`config.mk`:
```
export PLATFORM = sky130hd
export DESIGN_NAME = display_arbiter_flat
export DESIGN_NICKNAME = d
export VERILOG_FILES = /design/src/rtl/display_arbiter_if.sv /design/src/rtl/display_arbiter.sv /design/src/flat_wrapper.sv
export SDC_FILE = /design/constraint.sdc
export NUM_CORES = 1
export LEC_CHECK = 0
export ABC_AREA = 1
export BUFFER_PORTS_ARGS = -buffer_cell sky130_fd_sc_hd__buf_4
export CORE_MARGIN = 5
export CORE_UTILIZATION = 40
export CTS_CLUSTER_SIZE = 10
export DETAILED_ROUTE_END_ITERATION = 10
export GPL_ROUTABILITY_DRIVEN = 0
export PLACE_DENSITY = 0.66
export SLEW_MARGIN = 20
export SYNTH_ARGS = -nofsm -noshare
export SYNTH_HDL_FRONTEND = slang
export SYNTH_SLANG_ARGS = --single-unit
```
`constraint.sdc`:
```
create_clock -name clk -period 2.12 [get_ports clk]
set_input_delay 0.424 -clock clk [delete_from_list [all_inputs] [get_ports clk]]
set_output_delay 0.424 -clock clk [all_outputs]
set_load 0.01 [all_outputs]
```
`src/rtl/display_arbiter_if.sv`:
```
// rtl/display_arbiter_if.sv - request/value/grant bundle between debug taps and the display arbiter
//
// Purpose: groups the requester side (req, hold, d0..d3) and the display side
// (grant, seg_out, active, slot_done) of the display arbiter into one bundle.
// Ports (signals):
//   req       4   request per source, bit i = source i wants the display
//   hold      1   freeze the current grant
//   d0..d3    16  display value of source 0..3
//   grant     4   one-hot grant, zero when nobody owns the display
//   seg_out   16  registered value for the display controller
//   active    1   |grant
//   slot_done 1   one-cycle pulse when a slot expires on timeout
// Modports: master = requester side / environment, slave = arbiter.

interface display_arbiter_if;
   logic [3:0]  req;
   logic        hold;
   logic [15:0] d0;
   logic [15:0] d1;
   logic [15:0] d2;
   logic [15:0] d3;
   logic [3:0]  grant;
   logic [15:0] seg_out;
   logic        active;
   logic        slot_done;

   modport master (
      output req, hold, d0, d1, d2, d3,
      input  grant, seg_out, active, slot_done
   );

   modport slave (
      input  req, hold, d0, d1, d2, d3,
      output grant, seg_out, active, slot_done
   );
endinterface

```
`src/rtl/display_arbiter.sv`:
```
// rtl/display_arbiter.sv - round-robin arbiter sharing one seven-segment display among four sources
//
// Purpose: grants the 16-bit display path to one of four requesters for a
// fixed slot of HOLD_CYCLES clocks, rotating round-robin, with a one-cycle
// break-before-make gap (NEXT) plus one IDLE arbitration cycle between grants.
// Ports:
//   clk    in  system clock, rising edge
//   reset  in  synchronous active-low reset
//   bus    slave modport of display_arbiter_if (req/hold/d0..d3 in,
//          grant/seg_out/active/slot_done out, all outputs registered)
// Parameters:
//   HOLD_CYCLES  cycles a grant is held on timeout (>= 2)
//   CNT_W        slot counter width, 2**CNT_W > HOLD_CYCLES

module display_arbiter #(
   parameter int HOLD_CYCLES = 50_000_000,
   parameter int CNT_W       = 26
) (
   input logic              clk,
   input logic              reset,
   display_arbiter_if.slave bus
);

   typedef enum logic [1:0] {
      IDLE = 2'd0,
      SHOW = 2'd1,
      NEXT = 2'd2
   } state_t;

   localparam logic [CNT_W-1:0] CNT_LAST = CNT_W'(HOLD_CYCLES - 1);

   state_t           state;
   logic [CNT_W-1:0] cnt;
   logic [1:0]       ptr;
   logic [1:0]       winner;

   logic [1:0]       pick;
   logic             pick_valid;
   logic [1:0]       idx;
   logic [15:0]      d_sel;

   // Round-robin pick: scan ptr, ptr+1, ... (mod 4). The loop runs from the
   // farthest offset down so the closest set bit to ptr is written last.
   always_comb begin
      pick       = ptr;
      pick_valid = 1'b0;
      idx        = ptr;
      for (int i = 3; i >= 0; i--) begin
         idx = ptr + 2'(i);
         if (bus.req[idx]) begin
            pick       = idx;
            pick_valid = 1'b1;
         end
      end
   end

   always_comb begin
      d_sel = bus.d0;
      case (winner)
         2'd0:    d_sel = bus.d0;
         2'd1:    d_sel = bus.d1;
         2'd2:    d_sel = bus.d2;
         default: d_sel = bus.d3;
      endcase
   end

   always_ff @(posedge clk) begin
      if (!reset) begin
         state         <= IDLE;
         cnt           <= '0;
         ptr           <= '0;
         winner        <= '0;
         bus.grant     <= '0;
         bus.seg_out   <= '0;
         bus.active    <= 1'b0;
         bus.slot_done <= 1'b0;
      end else begin
         bus.slot_done <= 1'b0;
         case (state)
            IDLE: begin
               // seg_out is left alone so the last value stays on the display
               if (pick_valid) begin
                  winner     <= pick;
                  bus.grant  <= 4'b0001 << pick;
                  bus.active <= 1'b1;
                  cnt        <= '0;
                  state      <= SHOW;
               end
            end

            SHOW: begin
               // live tracking of the granted source's value
               bus.seg_out <= d_sel;
               // saturate so a long hold cannot wrap the slot timer
               if (cnt != CNT_LAST) begin
                  cnt <= cnt + CNT_W'(1);
               end
               // early release wins over timeout and never pulses slot_done
               if (!bus.req[winner]) begin
                  bus.grant  <= '0;
                  bus.active <= 1'b0;
                  state      <= NEXT;
               end else if (cnt == CNT_LAST && !bus.hold) begin
                  bus.grant     <= '0;
                  bus.active    <= 1'b0;
                  bus.slot_done <= 1'b1;
                  state         <= NEXT;
               end
            end

            NEXT: begin
               ptr   <= winner + 2'd1;
               state <= IDLE;
            end

            default: begin
               bus.grant  <= '0;
               bus.active <= 1'b0;
               state      <= IDLE;
            end
         endcase
      end
   end

endmodule

```
`src/flat_wrapper.sv`:
```
// flat-port wrapper written by rule: the top's interface ports become plain ports
module display_arbiter_flat 
#(
   parameter int HOLD_CYCLES = 50_000_000,
   parameter int CNT_W       = 26
)
  (clk, reset, bus_req, bus_hold, bus_d0, bus_d1, bus_d2, bus_d3, bus_grant, bus_seg_out, bus_active, bus_slot_done);
  display_arbiter_if bus_i ();
  input logic clk;
  input logic reset;
  input wire logic [$bits(bus_i.req)-1:0] bus_req;
  input wire logic [$bits(bus_i.hold)-1:0] bus_hold;
  input wire logic [$bits(bus_i.d0)-1:0] bus_d0;
  input wire logic [$bits(bus_i.d1)-1:0] bus_d1;
  input wire logic [$bits(bus_i.d2)-1:0] bus_d2;
  input wire logic [$bits(bus_i.d3)-1:0] bus_d3;
  output wire logic [$bits(bus_i.grant)-1:0] bus_grant;
  output wire logic [$bits(bus_i.seg_out)-1:0] bus_seg_out;
  output wire logic [$bits(bus_i.active)-1:0] bus_active;
  output wire logic [$bits(bus_i.slot_done)-1:0] bus_slot_done;
  assign bus_i.req = bus_req;
  assign bus_i.hold = bus_hold;
  assign bus_i.d0 = bus_d0;
  assign bus_i.d1 = bus_d1;
  assign bus_i.d2 = bus_d2;
  assign bus_i.d3 = bus_d3;
  assign bus_grant = bus_i.grant;
  assign bus_seg_out = bus_i.seg_out;
  assign bus_active = bus_i.active;
  assign bus_slot_done = bus_i.slot_done;
  display_arbiter #(.HOLD_CYCLES(HOLD_CYCLES), .CNT_W(CNT_W)) u_core (.clk(clk), .reset(reset), .bus(bus_i));
endmodule
```
== Word-level counts from Yosys, hierarchy flattened ==
Cells that the tools add are included.
Storage, ports and cells
  output and inout port bits: 22
  logic and storage cells: 74
  register bits after elaboration: 54
Cells by class
  equal/unequal tests: 9
  shift-type cells: 1
  mux-type cells: 35
  add/subtract/negate cells: 5
  reductions and logical operators: 10
  bitwise operators: 1
  $lt $le $gt $ge: 5
Operator list (number)
  $mux 26: 2
  $pmux 26 s2: 1
  $pmux 16 s3: 1
  $add 26x1->26 const B: 1
  $eq 26x26->1 const B: 1
  $ne 26x26->1 const B: 1
  $lt 2x3->1 const B: 5
  $mux 2: 7
  $mux 1: 13
  $mux 4: 3
  $pmux 4 s3: 1
  $bmux 1 s2: 5
  $reduce_and 3->1: 3
  $add 2x1->2 const B: 2
  $add 2x2->2 const B: 2
  $eq 2x1->1 const B: 2
  $eq 2x2->1 const B: 2
  $logic_not 2->1: 2
  $ne 2x1->1 const B: 2
  $pmux 2 s2: 1
  $reduce_and 2->1: 2
  $shl 1x2->4 const A: 1
  $ne 3x3->1 const B: 1
  $pmux 1 s3: 1
  4 further kinds: 4

== Longest topological paths before layout ==
Gate-level depths: netlist (run 1).
  depth after elaboration: 10
  depth in mapped cells: 12

== Worst setup path before layout (run 1) ==
Ideal clock, no wire load.
  kind: register -> register
  from: register u_core.cnt[0]
  to: register u_core.cnt[16]
  setup time: 70 ps
  required time: 2050 ps
  arrival time: 1505 ps
  path slack: 544 ps
  period minus slack after synthesis: 1576 ps
  buffers on the path: 0
  stages on the path, launching flop included: 9
  path through: dfxtp_1 > ha_1 > nand2_1 > nor2_1 > nand2_1 > nor2_1 > xor2_1 > nand2_1 > a21oi_1
Between the ends
  cells in the longest elaborated chain, start to end: 3
  elaborated cells between the ends (all ways): 6
  classes of those cells: 1 x add/sub; 2 x eq/ne; 2 x mux; 1 x reduce/logical
Ends and longest elaborated chain
  from (decl): line display_arbiter.sv:33  | logic [CNT_W-1:0] cnt;
  from (signal assigned): line display_arbiter.sv:96  | cnt <= cnt + CNT_W'(1);
  $add 26x1->26 / $ne 26x26->1 (equally long branches): line display_arbiter.sv:96, display_arbiter.sv:95
  $mux 26 / $ne 2x1->1 (equally long branches)
  $pmux 26 s2 / $reduce_and 3->1 (equally long branches)
Several ways; a longest one is shown, not always the timed one. The select of a mux whose other input is x is not followed.
A chain may end at the register's enable or synchronous reset.

== Final worst setup path (run 1) ==
  from: register u_core.cnt[4]
  to: register u_core.cnt[15]
The elaborated chain is that of the path after synthesis.

==> results of run 1 <==
flip-flops by register name, summed over array words and instances, names as in the netlist:
signal	cells
u_core.bus.active	1
u_core.ptr	2
u_core.bus.grant	4
u_core.cnt	26
u_core.state	2
u_core.winner	2
u_core.bus.seg_out	16
u_core.bus.slot_done	1
kinds of logic after synthesis:
group                    share of synthesized area [%]
AND/OR/NAND/NOR                                  38.02
adder cells (fa/ha/maj)                          1.832
XOR/XNOR                                         2.308
AO/OA/AOI/OAI                                    18.42
flip-flops                                       31.65
buffers and inverters                            7.765
synthesized netlist by cell type (all sizes together):
cell type / instances / share of area, %
nand2: 203 / 23
a21oi: 65 / 9.5
nor3b: 1 / 0.22
clkbuf: 19 / 2.1
buf: 5 / 1.4
nand3b: 1 / 0.22
nor4: 1 / 0.18
inv: 37 / 4.1
xnor2: 2 / 0.51
a31o: 16 / 4.1
xor2: 7 / 1.8
clkinv: 1 / 0.11
o21ai: 26 / 3.8
nand3: 39 / 6.0
o22ai: 2 / 0.37
a31oi: 1 / 0.18
dfxtp: 54 / 32
nand4: 2 / 0.37
nor2: 64 / 7.5
ha: 5 / 1.8
o211ai: 2 / 0.44
or2: 2 / 0.37
path summary, 6_finish.rpt:
kind | endpoint
worst min-delay path | u_core.bus.slot_done
worst max register to register | u_core.cnt[15]
worst min register to register | u_core.bus.active
worst max-delay path | u_core.cnt[15]
final cells by class:
cell class / instances / area share [%]
clock buffers: 7 / 1.773
clock inverters: 1 / 0.6975
inverters: 38 / 3.429
multi-input cells: 439 / 48.13
flip-flops and latches: 54 / 25.14
well taps: 105 / 3.051
repair buffers: 102 / 17.79
tightest hold or removal path, cell delays in order:
cell and delay [ns]:
buf_4 0.08, inv_1 0.04, nand2_1 0.06, nor2_1 0.03
power groups by stage:
stage | clock, mW | combinational, mW | sequential [mW]
2_1_floorplan | 0 | 0.701 | 1.24
3_3_place_gp | 0 | 1.11 | 1.21
3_5_place_dp | 0 | 1.12 | 1.22
4_1_cts | 0.714 | 1.12 | 1.19
5_1_grt | 0.763 | 1.24 | 1.21
6_report | 0.707 | 1.12 | 1.19
metal layers:
layer | GRT usage [%] | vias to the layer above | share of wire (%)
met5 | 0 | - | 0
met4 | 5.348 | 0 | 1.6
met3 | 2.048 | 15 | 3.6
met2 | 35.93 | 88 | 50
met1 | 25.63 | 1803 | 45
li1 | - | 1962 | -
==> impl_metrics.ini, run 1 <==
[cts]
cts_hold_buf = 0
numCtsBuffers = 5
clock_latency_ns = 0.31
cts_max_level = 2
cts_resized = 0
clockBufferDepth = 2
clock_sinks = 54
cts_setup_buffers = 0
cts_tree = yes
cts_root_buf = clkbuf_8
clk_pin_slew_ns = 0.11

[cells_and_area]
final-seq-area_um2 = 1082
drive_gt1_share_pct = 22.46
final_util_pct = 52.14
fin_area_um2 = 4305
stdcell_count = 746
multi_input_area_um2 = 2072
mostFrequentLayoutCells = 196 x nand2_1, 102 x buf_4, 65 x a21oi_1
fillCellCount = 873
nets = 716
syn_to_final_growth_pct = 26.04
layout_commonest_cell = nand2_1
antennaDiodeCount = 0

[floorplanning]
die_h_um = 102.4
start_util_pct = 41.36
row_count = 33
dieArea_um2 = 10490
die_w_um = 102.4
pin_count = 93
core-area_um2 = 8258

[timing]
rsz0062_at_grt = no
tns_ns = 0
fmax_ghz = 0.5475
slew_headroom_pct = 57.82
clock_skew_ns = 0.01148
whs_ns = 0.3576
slew_viol_final = 0
worst_slew_pin_slew_ns = 0.6327
finalWorstSetupSlack_ns = 0.2936
hold_violations = 0
setup_viol = 0
period_needed_ns = 1.826
min_period_over_period_pct = 86.15

[logic_synthesis]
syn_avg_cell_area_um2 = 6.155
synthesis.area_um2 = 3416
synth_fp_nets = 631
ys_warn_count = 0
ys_seq_area_share_pct = 31.65
synth_seq_cells = 54
ys_types = 31
syn_inst = 555

[worst_setup_path]
reg2regPathDepth = 10
cp_top_family = simple AND/OR/NAND/NOR gates
cp_num_cells = 10
r2r_slack_ns = 0.29
critical_path_class = reg -> reg
worst_setup_path_start_kind = flop
cp.required_ns = 2.36
cpMostUsedCell = nand2_1
critPathBufInv = 1
worstSetupEndpointType = flop
path_max_fanout = 23
crit_chain = nand2_1, nor2_2, nand2_1, nor2_2, nand2_1, nand2_1, nand2_4, inv_6, nand2_1, a21oi_1
critical-path-max-stage-delay_ns = 0.41
rr_startpoint = u_core.cnt[4]
arrival_ns = 2.07
slowest_stage = dfxtp_1
startpoint = u_core.cnt[4]

[power_and_ir_drop]
leakage_nw = 1.771
seq_power_share_pct = 39.5
p_int_mw = 1.946
ir_worst_vdd_v = 0.0002851
comb_power_share_pct = 37.1
p_switching_mw = 1.074
power.share.clock_pct = 23.4
powerDensity_nw_per_um2 = 701.6
total_power_mw = 3.021
p_sw_share_pct = 35.57

[detailed_routing]
drt_drc_violations_left = 0
vias = 3868
wl_per_cell_um = 13.81
dr.pass1.iters = 5
wl_um = 10300
drtIter0Drc = 203
ant_nets = 0
via_per_inst = 5.185

[place]
detailed_place.area_um2 = 4195
dp_hpwl_um = 7718
port-buffer-count = 92
dp_cells = 738
dp_slack_ns = 0.2172

[min_path]
hp-class = in -> reg
hold_depth = 4
hold_start = bus_hold

[grt]
grtUsageTotal_pct = 20.07
grt_pass1_wl_um = 17150
antenna_found_initial = 0
grt_start_max_net_pins = 33
overflow = 0
grt_pass1_vias = 3679

[run]
cap_violations = 0

[status]
status = completed
Note: power is estimated with default switching activity, not from simulation.
==> run 2: changes to the inputs <==
Settings changed: PLACE_DENSITY 0.66 to 0.68.
Clock period 2.12 ns to 1.5 ns, I/O delays scaled along.
==> impl_metrics.ini, run 2 (synthesis results as in run 1) <==
[status]
status = finished with violations
violations = negative setup slack

[cts]
cts_max_level = 2
clk_pin_slew_ns = 0.11
clockBufferDepth = 2
clock_sinks = 54
clock_latency_ns = 0.32
cts_hold_buf = 0
cts_root_buf = clkbuf_8
numCtsBuffers = 5
cts_tree = yes

[worst_setup_path]
reg2regPathDepth = 9
critical_path_class = reg -> reg
endpoint = u_core.winner[0]
rr_startpoint = u_core.ptr[1]
worst_setup_path_start_kind = flop
worstSetupEndpointType = flop
arrival_ns = 1.75
cp.required_ns = 1.69
path_max_fanout = 3
r2r_slack_ns = -0.06
r2r-end = u_core.winner[0]
startpoint = u_core.ptr[1]

[floorplanning]
start_util_pct = 41.36
die_h_um = 102.4
row_count = 33
die_w_um = 102.4
pin_count = 93
core-area_um2 = 8258
dieArea_um2 = 10490

[detailed_routing]
drt_drc_violations_left = 0
wl_um = 11620
dr.pass1.iters = 5
ant_nets = 0
wl_per_cell_um = 14.21
vias = 4206
via_per_inst = 5.142
drtIter0Drc = 327

[power_and_ir_drop]
powerDensity_nw_per_um2 = 879.7
total_power_mw = 4.680
ir_worst_vdd_v = 0.0005851
leakage_nw = 2.238

[cells_and_area]
regMostFlops = u_core.cnt
syn_to_final_growth_pct = 55.75
final_util_pct = 64.42
fin_area_um2 = 5320
largest_reg_flops = 26
mostFrequentLayoutCells = 171 x nand2_1, 165 x buf_4, 58 x a21oi_1
drive_gt1_share_pct = 43.76
layout_commonest_cell = nand2_1
antennaDiodeCount = 0
nets = 788
fillCellCount = 738
reg_top3 = u_core.cnt x26, u_core.bus.seg_out x16, u_core.bus.grant x4

[grt]
grt_start_max_net_pins = 33
grt_pass1_wl_um = 18360
grt_pass1_vias = 4012
grtUsageTotal_pct = 21.69
antenna_found_initial = 0
overflow = 0

[timing]
setup_viol = 28
hold_violations = 0
period_needed_ns = 1.564
clock_skew_ns = 0.007677
slew_headroom_pct = 74.29
fmax_ghz = 0.6395
finalWorstSetupSlack_ns = -0.06381
worst_slew_pin_slew_ns = 0.3833
min_period_over_period_pct = 104.3
slew_viol_final = 0
rsz0062_at_grt = yes

[place]
dp_hpwl_um = 8367
detailed_place.area_um2 = 4733
port-buffer-count = 92

[run]
cap_violations = 0

[min_path]
hp-class = in -> reg
==> run 2: worst min-delay path by stage <==
stage	startpoint	end	slack (ns)	cells past startpoint
3_5_place_dp	u_core.bus.grant[0]	u_core.bus.grant[0]	0.47	2
5_1_grt	bus_d3[7]	u_core.bus.seg_out[7]	0.26	3
2_1_floorplan	bus_hold	u_core.bus.slot_done	0.46	3
3_3_place_gp	u_core.bus.grant[0]	u_core.bus.grant[0]	0.46	2
6_report	bus_d3[14]	u_core.bus.seg_out[14]	0.26	3
4_1_cts	bus_hold	u_core.bus.slot_done	0.24	4
==> run 2: what timing repair did <==
item,4_1_cts,5_1_grt
endpoints found under the setup margin,50,36
buffers inserted,0,8
pin swaps,1,23
gates resized for setup,18,114
gates cloned,0,1
==> run 2: power by group <==
group,switching [mW],internal (mW)
clock,0.527,0.382
sequential,0.0943,1.59
combinational,1.12,0.969
total,1.74,2.94
==> run 2: per-layer routing <==
layer	track usage, %	wire length (um)
met5	0	0
met1	27.69	4980
met4	6.458	284
met3	2.457	575
met2	38.33	5782
==> run 2: worst max-delay path, stage by stage, from the launching register on <==
cell     delay, ns
dfxtp_2       0.38
buf_4         0.17
xor2_1        0.24
nand2_1       0.14
nand3_2       0.11
nand2_1       0.08
nand2_1       0.07
nand2_1       0.07
nand2_1       0.10
o22ai_1       0.09
==> run 2: area by class of cell <==
| type | instances | area, um2 | share of cell area, % |
|---|---|---|---|
| Inverter | 38 | 157.7 | 2.963 |
| Sequential cell | 54 | 1102 | 20.72 |
| Multi-Input combinational cell | 439 | 2437 | 45.81 |
| Clock buffer | 6 | 82.58 | 1.552 |
| Clock inverter | 2 | 16.27 | 0.3057 |
| Timing Repair Buffer | 174 | 1393 | 26.18 |
| Tap cell | 105 | 131.4 | 2.469 |
==> run 2: per-stage QoR <==
step,cells,setup WS [ns],setup TNS (ns),hold WS [ns]
2_1_floorplan,555,0.02274,0,0.4557
3_3_place_gp,801,-0.09600,-1.912,0.4602
3_5_place_dp,801,-0.1974,-4.456,0.4698
4_1_cts,809,-0.04336,-0.3745,0.2436
5_1_grt,818,-0.2073,-4.273,0.2607
6_report,818,-0.06381,-0.6824,0.2586
